<file path="config.mk">
export PLATFORM = sky130hd
export DESIGN_NAME = decim_phase_sequencer
export DESIGN_NICKNAME = d
export VERILOG_FILES = /design/src/rtl/decim_pkg.sv /design/src/rtl/decim_branch_adder.sv /design/src/rtl/decim_phase_sequencer.sv
export SDC_FILE = /design/constraint.sdc
export NUM_CORES = 1
export LEC_CHECK = 0
export ABC_AREA = 1
export CORE_ASPECT_RATIO = 1.5
export CORE_MARGIN = 4
export CORE_UTILIZATION = 49
export CTS_CLUSTER_DIAMETER = 100
export CTS_CLUSTER_SIZE = 25
export DETAILED_ROUTE_END_ITERATION = 8
export GPL_TIMING_DRIVEN = 0
export PLACE_DENSITY = 0.84
export SLEW_MARGIN = 0
export SYNTH_ARGS = -nofsm -noshare
export SYNTH_HDL_FRONTEND = slang
export SYNTH_HIERARCHICAL = 1
export SYNTH_SLANG_ARGS = --single-unit
</file>
<file path="constraint.sdc">
create_clock -name clk -period 1.6 [get_ports clk]
set_input_delay 0.16 -clock clk [delete_from_list [all_inputs] [get_ports clk]]
set_output_delay 0.16 -clock clk [all_outputs]
set_load 0.05 [all_outputs]
</file>
<file path="src/rtl/decim_pkg.sv">
// Shared types and defaults for the polyphase decimation sequencer and its branch adder.
package decim_pkg;

    typedef enum logic [2:0] {
        IDLE   = 3'd0,
        FILL   = 3'd1,
        SETTLE = 3'd2,
        SUM    = 3'd3,
        HOLD   = 3'd4
    } state_e;

    localparam int DEF_DEC_FACTOR = 4;
    localparam int DEF_BRANCH_LAT = 3;
    localparam int DEF_IN_W       = 8;
    localparam int DEF_BR_W       = 17;

    // Enough headroom that summing dec_factor full-scale branch outputs cannot overflow.
    function automatic int acc_width(input int dec_factor, input int br_w);
        return br_w + $clog2(dec_factor);
    endfunction

endpackage

</file>
<file path="src/rtl/decim_branch_adder.sv">
// Combinational signed sum of DEC_FACTOR packed branch outputs, widened to ACC_W.
module decim_branch_adder
    import decim_pkg::*;
#(
    parameter int DEC_FACTOR = DEF_DEC_FACTOR,
    parameter int BR_W       = DEF_BR_W,
    parameter int ACC_W      = acc_width(DEC_FACTOR, BR_W)
) (
    input  logic [DEC_FACTOR*BR_W-1:0] lanes_i,
    output logic [ACC_W-1:0]           sum_o
);

    logic signed [ACC_W-1:0] lane_ext [DEC_FACTOR];
    logic signed [ACC_W-1:0] sum;

    genvar gi;
    generate
        for (gi = 0; gi < DEC_FACTOR; gi++) begin : g_ext
            assign lane_ext[gi] = ACC_W'($signed(lanes_i[gi*BR_W +: BR_W]));
        end
    endgenerate

    always_comb begin
        sum = '0;
        for (int k = 0; k < DEC_FACTOR; k++) begin
            sum = sum + lane_ext[k];
        end
    end

    assign sum_o = sum;

endmodule

</file>
<file path="src/rtl/decim_phase_sequencer.sv">
// Polyphase decimator commutator: steers a frame of input samples into branch hold registers,
// waits for the branches to settle, then emits their sum. Optional frame counter: DECIM_FRAME_CNT_EN.
module decim_phase_sequencer
    import decim_pkg::*;
#(
    parameter int DEC_FACTOR = DEF_DEC_FACTOR,
    parameter int BRANCH_LAT = DEF_BRANCH_LAT,
    parameter int IN_W       = DEF_IN_W,
    parameter int BR_W       = DEF_BR_W,
    parameter int ACC_W      = acc_width(DEC_FACTOR, BR_W),
    localparam int PH_W      = $clog2(DEC_FACTOR),
    localparam int CNT_W     = (BRANCH_LAT > 1) ? $clog2(BRANCH_LAT) : 1
) (
    input  logic                       clk,
    input  logic                       rst_n,
    input  logic                       enable,
    input  logic                       in_valid,
    input  logic [IN_W-1:0]            in_data,
    output logic                       in_ready,
    output logic [DEC_FACTOR*IN_W-1:0] br_in,
    input  logic [DEC_FACTOR*BR_W-1:0] br_out,
    output logic [PH_W-1:0]            phase,
    output logic                       out_valid,
    output logic [ACC_W-1:0]           out_data,
    input  logic                       out_ready
`ifdef DECIM_FRAME_CNT_EN
    ,
    output logic [15:0]                frame_cnt
`endif
);

    state_e                     state_q, state_d;
    logic [PH_W-1:0]            phase_q, phase_d;
    logic [CNT_W-1:0]           cnt_q, cnt_d;
    logic [DEC_FACTOR*IN_W-1:0] br_in_q, br_in_d;
    logic                       out_valid_q, out_valid_d;
    logic [ACC_W-1:0]           out_data_q, out_data_d;
    logic [ACC_W-1:0]           sum_w;
`ifdef DECIM_FRAME_CNT_EN
    logic [15:0]                frame_cnt_q, frame_cnt_d;
`endif

    decim_branch_adder #(
        .DEC_FACTOR (DEC_FACTOR),
        .BR_W       (BR_W),
        .ACC_W      (ACC_W)
    ) u_adder (
        .lanes_i (br_out),
        .sum_o   (sum_w)
    );

    always_ff @(posedge clk or negedge rst_n) begin
        if (!rst_n) begin
            state_q     <= IDLE;
            phase_q     <= '0;
            cnt_q       <= '0;
            br_in_q     <= '0;
            out_valid_q <= 1'b0;
            out_data_q  <= '0;
`ifdef DECIM_FRAME_CNT_EN
            frame_cnt_q <= '0;
`endif
        end else begin
            state_q     <= state_d;
            phase_q     <= phase_d;
            cnt_q       <= cnt_d;
            br_in_q     <= br_in_d;
            out_valid_q <= out_valid_d;
            out_data_q  <= out_data_d;
`ifdef DECIM_FRAME_CNT_EN
            frame_cnt_q <= frame_cnt_d;
`endif
        end
    end

    always_comb begin
        state_d     = state_q;
        phase_d     = phase_q;
        cnt_d       = cnt_q;
        br_in_d     = br_in_q;
        out_valid_d = out_valid_q;
        out_data_d  = out_data_q;
`ifdef DECIM_FRAME_CNT_EN
        frame_cnt_d = frame_cnt_q;
`endif
        // Dropping enable discards any partial frame so the next one starts cleanly at lane 0.
        if (!enable) begin
            state_d     = IDLE;
            phase_d     = '0;
            cnt_d       = '0;
            br_in_d     = '0;
            out_valid_d = 1'b0;
`ifdef DECIM_FRAME_CNT_EN
            frame_cnt_d = '0;
`endif
        end else begin
            case (state_q)
                IDLE: begin
                    state_d = FILL;
                end
                FILL: begin
                    if (in_valid) begin
                        for (int k = 0; k < DEC_FACTOR; k++) begin
                            if (phase_q == PH_W'(k)) begin
                                br_in_d[k*IN_W +: IN_W] = in_data;
                            end
                        end
                        if (phase_q == PH_W'(DEC_FACTOR - 1)) begin
                            phase_d = '0;
                            cnt_d   = '0;
                            state_d = SETTLE;
                        end else begin
                            phase_d = phase_q + PH_W'(1);
                        end
                    end
                end
                SETTLE: begin
                    if (cnt_q == CNT_W'(BRANCH_LAT - 1)) begin
                        state_d = SUM;
                    end else begin
                        cnt_d = cnt_q + CNT_W'(1);
                    end
                end
                SUM: begin
                    out_data_d  = sum_w;
                    out_valid_d = 1'b1;
                    state_d     = HOLD;
                end
                HOLD: begin
                    if (out_ready) begin
                        out_valid_d = 1'b0;
                        state_d     = FILL;
`ifdef DECIM_FRAME_CNT_EN
                        frame_cnt_d = frame_cnt_q + 16'd1;
`endif
                    end
                end
                default: begin
                    state_d = IDLE;
                end
            endcase
        end
    end

    assign in_ready  = (state_q == FILL);
    assign br_in     = br_in_q;
    assign phase     = phase_q;
    assign out_valid = out_valid_q;
    assign out_data  = out_data_q;
`ifdef DECIM_FRAME_CNT_EN
    assign frame_cnt = frame_cnt_q;
`endif

endmodule

</file>
==> After elaboration in Yosys (flattened, before gate mapping) <==
Cells that the tools add are included.
{ "classes": {"addsub": 5, "multipliers": 0, "div_mod_pow": 0, "magnitude_cmp": 0, "n_eq_ne": 21, "shift": 0, "n_mux": 25, "bitwise_logic": 0, "n_reduce_logical": 11} }
{ "ops": {"columns": ["cell", "count"], "rows": [
  ["two-way mux 32 bit", 3],
  ["two-way mux 8 bit", 4],
  ["adder 18 x 17 -> 19 bit", 1],
  ["adder 19 x 17 -> 19 bit", 1],
  ["adder 17 x 17 -> 18 bit", 1],
  ["two-way mux 2 bit", 8],
  ["two-way mux 3 bit", 5],
  ["one-hot mux 3 bit (5 select lines)", 1],
  ["!= test 2 x 1 -> 1 bit (second input constant)", 6],
  ["!= test 3 bit (second input constant)", 4],
  ["AND reduction 3 bit", 4],
  ["AND reduction 4 bit", 2],
  ["== test 2 bit (second input constant)", 3],
  ["== test 3 x 2 -> 1 bit (second input constant)", 2],
  ["!= test 3 x 1 -> 1 bit (second input constant)", 2],
  ["AND reduction 2 bit", 3],
  ["adder 2 x 1 -> 2 bit (second input constant)", 2],
  ["one-hot mux 2 bit (2 select lines)", 1],
  ["== test 3 x 1 -> 1 bit (second input constant)", 1],
  ["== test 3 bit (second input constant)", 1],
  ["logical NOT 3 bit", 1],
  ["!= test 3 x 2 -> 1 bit (second input constant)", 1],
  ["== test 2 x 1 -> 1 bit (second input constant)", 1],
  ["logical NOT 2 bit", 1],
  ["other kinds (2)", 3]
]} }
{ "totals": {"ff_bits": 59, "latchBits": 0, "mem_bits_rw": 0, "mem_bits_ro": 0, "in_bits": 81, "out_inout_bits": 55, "n_memories": 0} }

==> Longest topological paths before layout <==
{ "logic_depth": {"ltp_word": 5, "depth_mapped": 17, "ltp_nobuf": 17} }

==> Hierarchy <==
Netlist, hierarchy kept.
{ "modules_own_cells": {"columns": ["mod", "n_inst", "cells_per_inst", "area_each_um2", "seq_area_each_um2"], "rows": [
  ["decim_phase_sequencer", 1, 310, 2650.0, 1476.4],
  ["decim_branch_adder", 1, 310, 2016.9, 0.0]
]} }

==> Least setup slack after synthesis <==
Ideal clock, no wire load.
{ "synth_timing": {"kind": "input port to flip-flop", "start": "input port br_out[1]", "end": "register out_data_q[13] (netlist: out_data[13])", "t_arrival_ps": 2456, "required_ps": 1481, "setup_slack_ps": -976, "cell_stages": 13, "n_path_buf": 0, "cell_sequence": "fa_1 > fa_1 > ha_1 > inv_1 > fa_1 > o21ai_2 > nand2_1 > nand2_2 > nand2_1 > nand3_1 > nand2_1 > nand3_1 > nand2_1"} }
{ "synth_via": {"elab_chain_len": 3} }
{ "synth_rtl": {"columns": ["element", "line_no", "text"], "rows": [
  ["from (decl)", "decim_phase_sequencer.sv:21", "input logic [DEC_FACTOR*BR_W-1:0] br_out,"],
  ["adder 17 x 17 -> 18 bit", "decim_branch_adder.sv:26", "sum = sum + lane_ext[k];"],
  ["adder 18 x 17 -> 19 bit", "decim_branch_adder.sv:26", null],
  ["adder 19 x 17 -> 19 bit", "decim_branch_adder.sv:26", null],
  ["named net sum_w[13]", "decim_phase_sequencer.sv:38", "logic [ACC_W-1:0] sum_w;"],
  ["to (signal assigned)", "decim_phase_sequencer.sv:69", "out_data_q <= out_data_d;"],
  ["to (decl)", "decim_phase_sequencer.sv:37", "logic [ACC_W-1:0] out_data_q, out_data_d;"]
]} }
The timed path passes the listed nets, and every way through them passes these cells.
A chain may end at the register's enable or synchronous reset.

==> Final worst setup path <==
{ "layout_timing": {"start": "input port br_out[18]", "end": "register out_data_q[15] (netlist: out_data[15])"} }
Same word-level chain as after synthesis.

==> metrics list <==
* Required time worst endpoint: 1860 ps
- Period utilisation layout: 1.60
- In the synthesized netlist, the number of instances is 620.
- Final antenna diode count: 0
- Number of max-slew violations in the final report: 0
* Result of the run: complete, but fails checks
- Summing over every cut layer, the via total after detailed routing is 5066.
* Hold depth: 3
- RSZ-0062 raised after global routing: yes
- Net count of the mapped netlist: 759
* Met2 usage: 0.509
- Summed instance area of the synthesized netlist: 4670 um^2
- Seq cells post-synth: 59
- The worst setup path is of the in -> reg kind.
- At the end of the flow, the number of nets in the layout was 941.
* Routability cong.: 0.887
- Via count of the first global-routing pass: 5173
- Half-perimeter wire length after placement: 10.2 mm
* Row Count: 43
- Worst max-slew margin expressed relative to the limit: 0.616
- By instance count, the cell type seen most on the critical path is nand2_1.
- Starting Density: 0.504
- For this run, the top clock speed supported by timing is 390 MHz.
- Startpoint of the worst hold path: enable
* Post-detailed-routing wire length: 16.7 mm
- Before antenna repair, the detailed router went through 5 iterations.
- Slowest cell on the critical path: fa_1
- The detail route stage leaves a number of antenna-violating nets equal to 0.
* Clock Pin Slew Worst Setup and Hold Paths: 50 ps
* Overflow after GRT: 0
- In this run, distinct cell masters in the synthesized netlist total 31.
- Data arrival time of the critical path: 2820 ps
* Area added between synthesis and finish: 58.6%
* R2R cell count: 7
- # placed instances: 867
- Endpoint class of the critical path: flip-flop
- Each instance of the synthesized netlist takes up on average 7.53 um^2.
* IR drop worst, VDD: 1.11 mV
- Max FO, Critical Path: 3
* Worst hold slack across all endpoints: 217 ps
- Met1 capacity usage during global routing: 0.254
- Sequential-to-total area share from yosys stat: 0.316
- Prior to clock tree synthesis, the placed netlist has a worst setup slack of -1550 ps.
- Summed over all failing endpoints, the final setup total negative slack is -13080 ps.
- Power comes to 10.9 mW.
* Total of warnings raised by yosys: 6
- Tightest Hold Check Type: in -> reg
- Among cell families on the critical path, the largest total delay comes from adder cells.
* Count of buffers from port buffering: 134
* Clock skew: 5.77 ps
- TritonCTS built the clock tree.
- Worst-case register-to-register setup slack: 140 ps
- Total placed instance area: 6450 um^2
- Clock buffers created by TritonCTS: 9
- Core utilization of the finished layout: 0.800
- Final critical-path required period: 2560 ps
* Wire length of the first global-routing pass: 23.0 mm
- Number of sinks on the clock net: 59
- Entering global routing, the biggest net connects 38 pins.
- Dividing the detail-routed wire length by the instance count gives 18.2 um.
- Dividing total power by cell area gives a power density of 1470 nW/um^2.
- Count of H-tree levels built during CTS: 3
- Capture endpoint of the worst hold path: state_q[2]
- Area of the die: 11200 um^2
* Clock tree root buffer cell: clkbuf_16
- Max incr delay on CP: 580 ps
* Total of endpoints with negative setup slack in the final report: 17
- Height of the chip: 128 um
* Crit Reg-Reg Startpoint: phase[0]
* Highest-utilization routing layer at the global route stage: met2
- In the global route stage, met3 resource usage came out at 0.0348.
* Die X-Extent: 87.7 um
- After detailed routing, the number of remaining DRC violations is 0.
* Maximum root-to-sink buffer count: 2
- Standard cell core area: 9250 um^2
- Walking the worst path, the cells encountered are buf_2 -> fa_1 -> fa_1 -> ha_4 -> inv_2 -> fa_2 -> o21ai_4 -> nand2_2 -> nand2_4 -> nand2_2 -> nand2_1 -> nand2_1 -> nand2_1 -> nand3_1 -> nand2_1.
* Leading cell type in the layout, fill and taps excluded: nand2_1
- The checks that failed: negative setup slack.
- Antenna violations before repair: 0
* Violation count after the first detailed-route iteration: 342
* Maxcap violations: 0
* Top-Level Pins: 136
- Count of fill cells added during filler insertion: 572
- Number of standard cells in the layout, taps in and fillers out: 918
* Insertion delay to the later sink of the worst-skew pair: 330 ps
- Most used cells in the layout excluding fill and tap cells: nand2_1, inv_1, nand3_1, dlygate4sd2_1
* Setup ws final: -962 ps
* Post-Layout Inst Area: 7400 um^2
- The number of buffers and inverters on the critical path is 2.
- Standby leakage power: 4.13 nW
- GR Util All Layers: 0.264
- For the pin with the worst max-slew slack, the measured transition is 577 ps.
* Worst reg2reg path endpoint: br_in[26]
- Kind of launch point of the worst setup path: primary input
* Final hold violation count: 0
- Using the TritonRoute via totals, the vias-per-cell ratio works out to 5.52.
- Of the cells placed in the final design, the portion with a size suffix greater than 1 is 0.362.
[synth_stat cells]
| cell | instances | area [um^2] |
|---|---|---|
| and2_1 | 2 | 12.5 |
| clkinv_1 | 1 | 3.75 |
| clkinv_2 | 3 | 15.0 |
| ha_1 | 23 | 288 |
| buf_1 | 1 | 3.75 |
| fa_1 | 35 | 701 |
| inv_1 | 133 | 499 |
| nor3_2 | 1 | 10.0 |
| nand2_1 | 183 | 687 |
| nor2_8 | 1 | 20.0 |
| buf_2 | 7 | 35.0 |
| a21oi_1 | 17 | 85.1 |
| nand2_4 | 3 | 33.8 |
| xor2_1 | 7 | 61.3 |
| o21bai_1 | 1 | 7.51 |
| buf_4 | 1 | 7.51 |
| buf_6 | 1 | 11.3 |
| nand4_1 | 11 | 68.8 |
| o21ai_0 | 10 | 50.1 |
| xnor2_1 | 2 | 17.5 |
| nor2_1 | 25 | 93.8 |
| nand2_2 | 7 | 43.8 |
| nand3_1 | 69 | 345 |
| clkbuf_1 | 5 | 18.8 |
| dfrtp_1 | 59 | 1480 |
| o21ai_1 | 1 | 5.00 |
| o21ai_2 | 1 | 8.76 |
| nor3_1 | 4 | 20.0 |
| nand3_2 | 2 | 20.0 |
| nor2_2 | 1 | 6.26 |
| inv_2 | 3 | 11.3 |
[layer usage]
| layer | vias up | wire (um) |
|---|---|---|
| met5 | - | 0 |
| met4 | 0 | 1040 |
| met3 | 103 | 1240 |
| met2 | 322 | 9070 |
| met1 | 2403 | 5310 |
| li1 | 2238 | - |
[tightest hold or removal path, cell delays in order]
cell,delay (ps)
buf_2,140
nand4_1,140
nand2_1,60
[worst max-delay path by stage]
| stage | start | endpoint | slack [ps] | depth (start not counted) |
|---|---|---|---|---|
| floorplan | br_out[1] | out_data[13] | -870 | 13 |
| finish | br_out[18] | out_data[15] | -960 | 15 |
| global route | br_out[18] | out_data[15] | -980 | 15 |
| detailed placement | br_out[1] | out_data[13] | -1550 | 15 |
| CTS | br_out[35] | out_data[13] | -780 | 15 |
| global placement | rst_n | phase[0] | -1570 | 1 |
[state kept, by name (all words and copies together) (netlist names)]
| register | cells |
|---|---|
| state_q | 3 |
| br_in | 32 |
| cnt_q | 2 |
| out_valid | 1 |
| phase | 2 |
| out_data | 19 |
[cells by family (layout without fill, tap and decap cells)]
kind of cell | Yosys count | count (layout) | share of synthesized area
AOI/OAI and AO/OA | 30 | 30 | 0.0335
and+or+nand+nor | 309 | 309 | 0.292
DFF | 59 | 59 | 0.316
xor gates and xnor gates | 9 | 9 | 0.0169
buffers and inverters | 155 | 341 | 0.130
adders and majority gates | 58 | 58 | 0.212
[what timing repair did]
item                       4_1_cts  5_1_grt
gates cloned                     0        0
buffers inserted                31        9
setup endpoints to repair       74       18
pin swaps                      128       90
hold buffers                     1        0
hold endpoints to repair        22        0
resized for setup              331       84
[area by class of cell]
class                      count  area [um^2]  area share
sequential                    59         1480       0.200
multi-input combinational    406         3370       0.456
timing repair buffer         171         1520       0.205
buffer                        15         76.3      0.0103
clock buffer                  12          246      0.0333
clock inverter                 3         15.0     0.00203
inverter                     140          553      0.0747
tap                          112          140      0.0189
[power by group]
group	internal [mW]	switching, mW
Sequential	1.80	0.250
Clock	1.07	0.626
Combinational	2.71	4.43
(Power assumes the default switching activity.)
